[config.mk]
export PLATFORM = sky130hd
export DESIGN_NAME = hs_rx_bridge
export DESIGN_NICKNAME = d
export VERILOG_FILES = /design/src/rtl/bridge_pkg.sv /design/src/rtl/hs_rx_bridge_chan.sv /design/src/rtl/hs_rx_bridge.sv
export SDC_FILE = /design/constraint.sdc
export NUM_CORES = 1
export LEC_CHECK = 0
export CORE_UTILIZATION = 50
export DETAILED_ROUTE_END_ITERATION = 12
export PLACE_DENSITY = 0.78
export SETUP_SLACK_MARGIN = 0.15
export SLEW_MARGIN = 30
export SYNTH_ARGS = -nofsm -noshare
export SYNTH_HDL_FRONTEND = slang
export SYNTH_HIERARCHICAL = 1
export SYNTH_SLANG_ARGS = --single-unit
[constraint.sdc]
create_clock -name clk -period 7.1 [get_ports clk]
set_input_delay 1.065 -clock clk [delete_from_list [all_inputs] [get_ports clk]]
set_output_delay 1.065 -clock clk [all_outputs]
set_load 0.005 [all_outputs]
[src/rtl/bridge_pkg.sv]
// Shared definitions for the four-phase receive bridge: defaults, channel
// state encoding and a constant-friendly ceil(log2) helper.
package bridge_pkg;

    localparam int CHANNELS_DEF = 4;
    localparam int DATA_W_DEF   = 8;
    localparam int DEPTH_DEF    = 4;

    typedef enum logic {
        ST_IDLE = 1'b0,
        ST_ACK  = 1'b1
    } chan_state_e;

    function automatic int clog2(input int value);
        int r;
        r = 0;
        for (int i = 0; i < 31; i++) begin
            if ((1 << i) < value) begin
                r = i + 1;
            end
        end
        return r;
    endfunction

endpackage

[src/rtl/hs_rx_bridge_chan.sv]
// One four-phase producer termination: two-flop request synchroniser and the
// IDLE/ACK handshake state machine whose state bit is the acknowledge.
module hs_chan
    import bridge_pkg::*;
(
    input  logic clk,
    input  logic rstn,
    input  logic req_i,
    input  logic grant_i,
    input  logic full_i,
    output logic ack_o,
    output logic elig_o,
    output logic push_o
);

    logic        sync1_q;
    logic        req_s_q;
    chan_state_e state_q;
    chan_state_e state_d;

    // Two-flop synchroniser for the asynchronous request.
    always_ff @(posedge clk or negedge rstn) begin
        if (!rstn) begin
            sync1_q <= 1'b0;
            req_s_q <= 1'b0;
        end else begin
            sync1_q <= req_i;
            req_s_q <= sync1_q;
        end
    end

    // Handshake state register.
    always_ff @(posedge clk or negedge rstn) begin
        if (!rstn) begin
            state_q <= ST_IDLE;
        end else begin
            state_q <= state_d;
        end
    end

    assign elig_o = req_s_q & (state_q == ST_IDLE);
    assign push_o = elig_o & grant_i & ~full_i;
    assign ack_o  = (state_q == ST_ACK);

    // Next-state: capture on push, return to IDLE once the request drops.
    always_comb begin
        state_d = state_q;
        case (state_q)
            ST_IDLE: begin
                if (push_o) begin
                    state_d = ST_ACK;
                end else begin
                    state_d = ST_IDLE;
                end
            end
            ST_ACK: begin
                if (!req_s_q) begin
                    state_d = ST_IDLE;
                end else begin
                    state_d = ST_ACK;
                end
            end
            default: state_d = ST_IDLE;
        endcase
    end

endmodule

[src/rtl/hs_rx_bridge.sv]
// Multi-channel four-phase receive bridge: per-channel handshake terminators,
// round-robin arbitration and a shared channel-tagged FIFO with valid/ready output.
module hs_rx_bridge
    import bridge_pkg::*;
#(
    parameter  int CHANNELS = CHANNELS_DEF,
    parameter  int DATA_W   = DATA_W_DEF,
    parameter  int DEPTH    = DEPTH_DEF,
    localparam int ID_W     = (clog2(CHANNELS) > 1) ? clog2(CHANNELS) : 1,
    localparam int LVL_W    = clog2(DEPTH + 1)
) (
    input  logic                       clk,
    input  logic                       rstn,
    input  logic [CHANNELS-1:0]        req_i,
    input  logic [CHANNELS*DATA_W-1:0] data_i,
    output logic [CHANNELS-1:0]        ack_o,
    output logic [CHANNELS-1:0]        pend_o,
    output logic                       out_valid,
    input  logic                       out_ready,
    output logic [DATA_W-1:0]          out_data,
    output logic [ID_W-1:0]            out_chan,
    output logic [LVL_W-1:0]           level_o
);

    localparam int PTR_W = (clog2(DEPTH) > 1) ? clog2(DEPTH) : 1;

    logic [CHANNELS-1:0] elig;
    logic [CHANNELS-1:0] gnt;
    logic [CHANNELS-1:0] push_vec;
    logic [DATA_W-1:0]   chan_data [CHANNELS];
    logic [ID_W-1:0]     rr_ptr_q, rr_ptr_d;
    logic [ID_W-1:0]     gnt_idx;
    logic [ID_W-1:0]     scan_idx;
    logic [ID_W:0]       scan_sum;
    logic                scan_hit;
    logic                gnt_found;
    logic                full, push, pop;
    logic [DATA_W-1:0]   mem_data_q [DEPTH];
    logic [ID_W-1:0]     mem_chan_q [DEPTH];
    logic [PTR_W-1:0]    wr_ptr_q, wr_ptr_d, rd_ptr_q, rd_ptr_d;
    logic [LVL_W-1:0]    level_q, level_d;

    assign full = (level_q == LVL_W'(DEPTH));
    assign pop  = out_valid & out_ready;
    assign push = |push_vec;

    for (genvar c = 0; c < CHANNELS; c++) begin : g_chan
        assign chan_data[c] = data_i[c*DATA_W +: DATA_W];
        hs_chan u_chan (
            .clk     (clk),
            .rstn    (rstn),
            .req_i   (req_i[c]),
            .grant_i (gnt[c]),
            .full_i  (full),
            .ack_o   (ack_o[c]),
            .elig_o  (elig[c]),
            .push_o  (push_vec[c])
        );
    end

    // Round-robin scan from rr_ptr; nothing is granted while the FIFO is full.
    always_comb begin
        gnt       = '0;
        gnt_idx   = '0;
        gnt_found = 1'b0;
        scan_sum  = '0;
        scan_idx  = '0;
        scan_hit  = 1'b0;
        for (int k = 0; k < CHANNELS; k++) begin
            scan_sum      = {1'b0, rr_ptr_q} + (ID_W+1)'(k);
            scan_idx      = (scan_sum >= (ID_W+1)'(CHANNELS)) ?
                            ID_W'(scan_sum - (ID_W+1)'(CHANNELS)) : ID_W'(scan_sum);
            scan_hit      = elig[scan_idx] & ~gnt_found & ~full;
            gnt[scan_idx] = gnt[scan_idx] | scan_hit;
            gnt_idx       = scan_hit ? scan_idx : gnt_idx;
            gnt_found     = gnt_found | scan_hit;
        end
    end

    assign pend_o = elig & ~gnt;

    // Pointer and occupancy next-state.
    always_comb begin
        rr_ptr_d = rr_ptr_q;
        wr_ptr_d = wr_ptr_q;
        rd_ptr_d = rd_ptr_q;
        level_d  = level_q;
        if (gnt_found) begin
            rr_ptr_d = (gnt_idx == ID_W'(CHANNELS - 1)) ? '0 : gnt_idx + ID_W'(1);
        end else begin
            rr_ptr_d = rr_ptr_q;
        end
        if (push) begin
            wr_ptr_d = (wr_ptr_q == PTR_W'(DEPTH - 1)) ? '0 : wr_ptr_q + PTR_W'(1);
        end else begin
            wr_ptr_d = wr_ptr_q;
        end
        if (pop) begin
            rd_ptr_d = (rd_ptr_q == PTR_W'(DEPTH - 1)) ? '0 : rd_ptr_q + PTR_W'(1);
        end else begin
            rd_ptr_d = rd_ptr_q;
        end
        case ({push, pop})
            2'b10:   level_d = level_q + LVL_W'(1);
            2'b01:   level_d = level_q - LVL_W'(1);
            default: level_d = level_q;
        endcase
    end

    // Arbiter pointer, FIFO pointers/occupancy and storage. Storage is cleared
    // so the head outputs read zero after reset.
    always_ff @(posedge clk or negedge rstn) begin
        if (!rstn) begin
            rr_ptr_q <= '0;
            wr_ptr_q <= '0;
            rd_ptr_q <= '0;
            level_q  <= '0;
            for (int e = 0; e < DEPTH; e++) begin
                mem_data_q[e] <= '0;
                mem_chan_q[e] <= '0;
            end
        end else begin
            rr_ptr_q <= rr_ptr_d;
            wr_ptr_q <= wr_ptr_d;
            rd_ptr_q <= rd_ptr_d;
            level_q  <= level_d;
            if (push) begin
                mem_data_q[wr_ptr_q] <= chan_data[gnt_idx];
                mem_chan_q[wr_ptr_q] <= gnt_idx;
            end
        end
    end

    assign out_valid = (level_q != '0);
    assign out_data  = mem_data_q[rd_ptr_q];
    assign out_chan  = mem_chan_q[rd_ptr_q];
    assign level_o   = level_q;

endmodule
# [Word level (Yosys, flattened, before mapping)]
# Cells that the tools add are included.
[classes] add_sub_neg=12 n_mul=0 n_div=0 order_cmp=16 eq_ne=6 shifts=0 mux=66 bitwise=41 n_reduce_logical=8
[op_table] op="8-bit two-way mux" n=5
[op_table] op="8-bit binary-select mux with 2-bit select" n=2
[op_table] op="32-bit bitwise mux" n=1
[op_table] op="2-bit two-way mux" n=14
[op_table] op="1-bit AND" n=20
[op_table] op="1-bit two-way mux" n=20
[op_table] op="3-bit greater-or-equal comparator (second input constant)" n=6
[op_table] op="1-bit binary-select mux with 2-bit select" n=8
[op_table] op="8-bit demux with 2-bit select" n=1
[op_table] op="4-bit bitwise mux" n=3
[op_table] op="2-bit by 3-bit less-than comparator with 1-bit output (second input constant)" n=4
[op_table] op="2-bit inverter with 3-bit output" n=3
[op_table] op="4-bit AND" n=2
[op_table] op="8-bit bitwise mux" n=1
[op_table] op="1-bit demux with 2-bit select" n=4
[op_table] op="2-bit equality test (second input constant)" n=4
[op_table] op="2-bit by 1-bit greater-or-equal comparator with 1-bit output (second input constant)" n=4
[op_table] op="1-bit inverter" n=8
[op_table] op="1-bit one-hot mux with 2 select lines" n=4
[op_table] op="2-bit by 1-bit subtractor with 2-bit output (second input constant)" n=4
[op_table] op="1-bit OR" n=7
[op_table] op="2-bit by 1-bit adder with 2-bit output (second input constant)" n=3
[op_table] op="2-bit by 2-bit adder with 3-bit output (second input constant)" n=2
[op_table] op="3-bit one-hot mux with 2 select lines" n=1
[op_table] op="14 further kinds" n=18
[totals] regBits=61 latchBits=0 ramBits=0 mem_bits_ro=0 in_bits=39 mem_count=0

# [Depth between registers and ports, before layout]
[depth] depth_word=24 depth_mapped=24

# [Cells and area by module]
# The synthesis kept the hierarchy.
[by_module_without_submodules] module="hs_rx_bridge" n_inst=1 cells_each=397 area_per_inst_um2=3577.2 seq_area_each_um2=1226.2
[by_module_without_submodules] module="hs_chan" n_inst=4 cells_each=7 area_per_inst_um2=108.9 seq_area_each_um2=75.1

# [Worst setup path before layout]
# No wires, ideal clock.
[synth_timing] kind="flip-flop to flip-flop" from="register rr_ptr_q[0]" to="register level_q[2] (netlist: level_o[2])" setup_time_ps=79 arrival_time_ps=5170 path_slack_ps=1850 path_stages_with_launch=25 period_less_slack_ps=5250 path_cell_list="dfrtp_1 -> buf_2 -> buf_2 -> inv_1 -> ha_1 -> buf_2 -> mux4_2 -> mux2i_2 -> buf_4 -> nor2_1 -> a31oi_1 -> nor2_1 -> a221o_1 -> and2_1 -> nor2b_1 -> and2_1 -> or4_1 -> clkbuf_1 -> inv_1 -> ha_1 -> inv_1 -> fa_1 -> xor2_1 -> nor2_1 -> xor2_1"
[synth_between] elab_chain_cells=24
[synth_lines] item="start, declared" line_no="hs_rx_bridge.sv:31" source="logic [ID_W-1:0] rr_ptr_q, rr_ptr_d;"
[synth_lines] item="start signal, assigned" line_no="hs_rx_bridge.sv:123" source="rr_ptr_q <= rr_ptr_d;"
[synth_lines] item="2-bit by 3-bit greater-or-equal comparator with 1-bit output or 2-bit by 1-bit subtractor with 2-bit output (tied branches)" line_no="hs_rx_bridge.sv:71, hs_rx_bridge.sv:72"
[synth_lines] item="2-bit two-way mux" line_no="hs_rx_bridge.sv:71" source="scan_idx = (scan_sum >= (ID_W+1)'(CHANNELS)) ?"
[synth_lines] item="2-bit by 3-bit less-than comparator with 1-bit output (not written as such), or another cell as far along" line_no="hs_rx_bridge.sv:74" source="gnt[scan_idx] = gnt[scan_idx] | scan_hit;"
[synth_lines] item="1-bit logical AND (not written as such) or 1-bit two-way mux (tied branches)" line_no="hs_rx_bridge.sv:74, hs_rx_bridge.sv:73"
[synth_lines] item="1-bit two-way mux (not written as such) or 1-bit AND (tied branches)" line_no="hs_rx_bridge.sv:74, hs_rx_bridge.sv:73"
[synth_lines] item="1-bit demux with 2-bit select or 1-bit OR (tied branches)" line_no="hs_rx_bridge.sv:74"
[synth_lines] item="4-bit AND (no source line)"
[synth_lines] item="1-bit binary-select mux with 2-bit select" line_no="hs_rx_bridge.sv:74"
[synth_lines] item="[9 not listed]"
[synth_lines] item="1-bit OR" line_no="hs_rx_bridge.sv:74"
[synth_lines] item="4-bit bitwise mux *" line_no="hs_rx_bridge.sv:74"
[synth_lines] item="via gnt[0]" line_no="hs_rx_bridge.sv:28" source="logic [CHANNELS-1:0] gnt;"
[synth_lines] item="1-bit AND * (2 in a row)" line_no="hs_rx_bridge_chan.sv:42" source="assign push_o = elig_o & grant_i & ~full_i;"
[synth_lines] item="via push_vec[0]" line_no="hs_rx_bridge.sv:29" source="logic [CHANNELS-1:0] push_vec;"
[synth_lines] item="4-bit OR reduction *" line_no="hs_rx_bridge.sv:45" source="assign push = |push_vec;"
[synth_lines] item="2-bit by 1-bit equality test with 1-bit output or 2-bit equality test (tied branches)" line_no="hs_rx_bridge.sv:103" source="case ({push, pop})"
[synth_lines] item="3-bit one-hot mux with 2 select lines or 2-bit nonzero test (tied branches)"
[synth_lines] item="end signal, assigned" line_no="hs_rx_bridge.sv:126" source="level_q <= level_d;"
[synth_lines] item="end, declared" line_no="hs_rx_bridge.sv:41" source="logic [LVL_W-1:0] level_q, level_d;"
# The timed path passes the listed nets; every way through them passes the cells marked *. The select of a mux whose other input is x is not followed.
# A chain may end at the register's enable or synchronous reset.

# [Worst setup path after layout]
[layout_timing] from="register rr_ptr_q[1]" to="register level_q[2] (netlist: level_o[2])"
# Same word-level chain as after synthesis.

==> PnR_summary.wiki <==
{| class="wikitable"
! Metric !! Value
|-
| Run status || completed
|-
| Wire length of the first global-routing pass || ~16000 um
|-
| Crit path max-delay family || simple AND/OR/NAND/NOR gates
|-
| CP cell instances || inv_1, ha_1, mux4_2, mux2i_2, o2111ai_1, a32oi_1, nor2_1, a221o_1, and2_1, nor2b_1, and2_1, or4_1, inv_1, ha_1, inv_1, fa_1, xor2_1, nor2_1, xor2_1
|-
| Detailed-route wire length || 9565 um
|-
| Proportion of synthesized flip-flops having asynchronous set or reset || 100.0%
|-
| Setup_tns || 0 ns
|-
| Global route total overflow || 0
|-
| Hold Crit Start || g_chan[2].u_chan/sync1_q
|-
| Buf+Inv Stages, Crit Path || 3
|-
| Leading cell types by count after synthesis || dfrtp_1 (61), nand2_1 (54), o21ai_1 (37)
|-
| Launching point of the worst reg2reg path || rr_ptr_q[1]
|-
| Timing startpoint of the critical path || rr_ptr_q[1]
|-
| Source-to-sink clock delay at the later pin of the worst-skew pair || 0.33 ns
|-
| Ant. Diodes || 0
|-
| Die height || between 90 and 100 um
|-
| Number of standard cells after synthesis || 425
|-
| F_max || roughly 0.17 GHz
|-
| Clock sink count || 61
|-
| H-tree depth || 3
|-
| Die width || 91.59 um
|-
| All-Layer GR Usage || 24.25%
|-
| Count of vias placed by the detailed router || 3398
|-
| Area growth from synthesis to layout || 19.05%
|-
| Number of antenna violations at the first check in global routing || 0
|-
| Initial detailed-routing violation count || 169
|-
| First-pass iteration count of the detailed router || 4
|-
| Count of flip-flops with a built-in enable after synthesis || 0
|-
| Area taken by flip-flops and latches || 1526 um^2
|-
| Most frequent CP cell || inv_1
|-
| DIE AREA || 8388 um^2
|-
| Clock tree buffer depth || 2
|-
| Max-cap violation count || 0
|-
| Slew of the pin with the lowest slew margin || 0.7474 ns
|-
| Setup repair after global routing missed its margin || false
|-
| Worst min-delay path category || reg2reg
|-
| Maximum number of pins on one net before global-route repair || 62
|-
| Net Count, Synth || 475
|-
| Average vias per placed instance || around 6.0
|-
| Number of max-slew violations in the final report || 0
|-
| GPL Wtd Cong || 0.9012
|-
| Fillcell total || 621
|-
| Worst rel slew slack || 50.17%
|-
| Setup bufs post-CTS || 0
|-
| Count of final hold-check violations || 0
|-
| Post-CTS clock slew at the launch and capture registers of the worst setup and hold paths || about 0.070 ns
|-
| Post-synthesis cell type count || 67
|-
| Antenna-violating nets left || 0
|-
| Yosys warnings || 6
|-
| Proportion of netlist area held by the largest area contributor || 38.04%
|-
| Mapped Avg Cell Area || 9.441 um^2
|-
| TritonCTS Buffers || 9
|-
| Total area of multi-input combinational cells || roughly 2200 um^2
|-
| Wire length per cell || 16.84 um
|-
| Delay contributed by the slowest stage of the critical path || 0.67 ns
|-
| Top post-synthesis cells by area || dfrtp_1 (38%), mux4_2 (7.3%), nand2_1 (5.1%), o21ai_1 (4.6%), o21ai_0 (3.6%)
|-
| Clock tree from TritonCTS || yes
|-
| Required arrival time at the worst endpoint || roughly 7.4 ns
|-
| Worst-path fanout max || 18
|-
| Number of hold buffers added after CTS || 0
|-
| Share of synthesized area occupied by flip-flops and latches || 38.04%
|-
| Boundary pin count || 61
|-
| Period minus WS final || approximately 6.0 ns
|-
| Most frequently used cell type in the post-synthesis netlist || dfrtp_1
|-
| Critical-path top delay cell || dfrtp_1
|-
| Crit end category || flop
|-
| Critical path class || reg2reg
|-
| Nature of the critical path startpoint || flop
|-
| Post-route fraction of the period consumed by the critical path || around 84%
|-
| Total of flip-flops plus latches after synthesis || 61
|-
| Register-to-register setup slack || 1.14 ns
|-
| Final #Nets || 512
|-
| Area inside the core boundary || 7727 um^2
|-
| Quantity of gates resized following cts || 0
|-
| DRC viols || 0
|-
| Initial Utilization || a little over 50%
|-
| Final setup vio count || 0
|-
| Cell taking the most area after synthesis || dfrtp_1
|-
| Worst clock skew || 0.01050 ns
|-
| Detail Placement HPWL || 6777 um
|-
| Share of final-layout standard cells stronger than drive strength 1 || between 10 and 15%
|-
| Netlist Area Pre-Place || 4013 um^2
|-
| Number of global-route vias before repair || 3191
|-
| Arrival time of data at the critical path endpoint || 6.21 ns
|-
| Site Rows || 32
|-
| Most used flip-flop cell after synthesis || dfrtp_1
|-
| Root buf cell || clkbuf_8
|-
| Port Buf Inserts || 60
|}
## area by class of cell
type	instances	area share (%)
Multi-Input combinational cell	314	47.01
Sequential cell	61	31.95
Timing Repair Buffer	62	12.78
Clock buffer	11	2.960
Tap cell	102	2.672
Clock inverter	4	1.519
Inverter	14	1.100
## layout by cell type (no fill, tap or decap), types with 9 or more instances in the layout
cell type / Yosys / final
and2_1: 10 / 10
clkbuf_8: 0 / 10
clkdlybuf4s50_1: 0 / 59
dfrtp_1: 61 / 61
ha_1: 10 / 10
inv_1: 13 / 13
mux4_2: 13 / 13
nand2_1: 54 / 54
nand3_1: 14 / 14
nor2_1: 14 / 14
nor2b_1: 9 / 9
nor3_1: 17 / 17
o21ai_0: 29 / 29
o21ai_1: 37 / 37
## sequential cells by signal, summed over array words and instances, names as in the netlist
register and flops:
g_chan.u_chan/sync1_q 4, g_chan.u_chan/ack_o 4, mem_chan_q 8, wr_ptr_q 2, rd_ptr_q 2, mem_data_q 32, rr_ptr_q 2, level_o 3
g_chan.u_chan/req_s_q 4
## per-layer routing
metal / global-route usage [%] / up-vias / routed length, um / part of all wire [%]
met1: 33.84 / 1652 / 4302 / 45
met5: 0 / - / 0 / 0
met3: 4.355 / 18 / 453 / 4.7
met2: 37.84 / 107 / 4601 / 48
li1: - / 1621 / - / -
met4: 8.730 / 0 / 208 / 2.2
## path summary, 6_finish.rpt
kind	to	depth (start not counted)
max	level_o[2]	19
min	g_chan[2].u_chan/req_s_q	0
max reg2reg	level_o[2]	19
min reg2reg	g_chan[2].u_chan/req_s_q	0
max in group asynchronous	g_chan[3].u_chan/sync1_q	2
min in group asynchronous	mem_data_q[21]	2
## cells by family (layout without fill, tap and decap cells)
group,count (synthesis),in the layout,synth area share [%]
fa+ha+maj,11,11,3.617
buf+inv,50,91,5.986
xor+xnor,5,5,1.092
mux,18,18,8.762
compound gates,132,132,22.70
simple gates,148,148,19.80
flops,61,61,38.04
## through the flow
stage               util [%]  hold slack, ns  setup WS [ns]  cell area [um^2]  std cells
finish                 61.82          0.3466          1.144              4777        568
global route           61.82          0.3622         0.7554              4777        568
CTS                    61.82          0.3472          1.187              4777        568
detailed placement     59.05          0.3358          1.238              4563        553
global placement       59.05          0.3350          1.388              4563        553
floorplan                  -          0.3312          1.850              4013        425
Power is left out: the tool's default activity adds up to more than one toggle a clock period on the data nets, which glitch-free logic cannot reach.
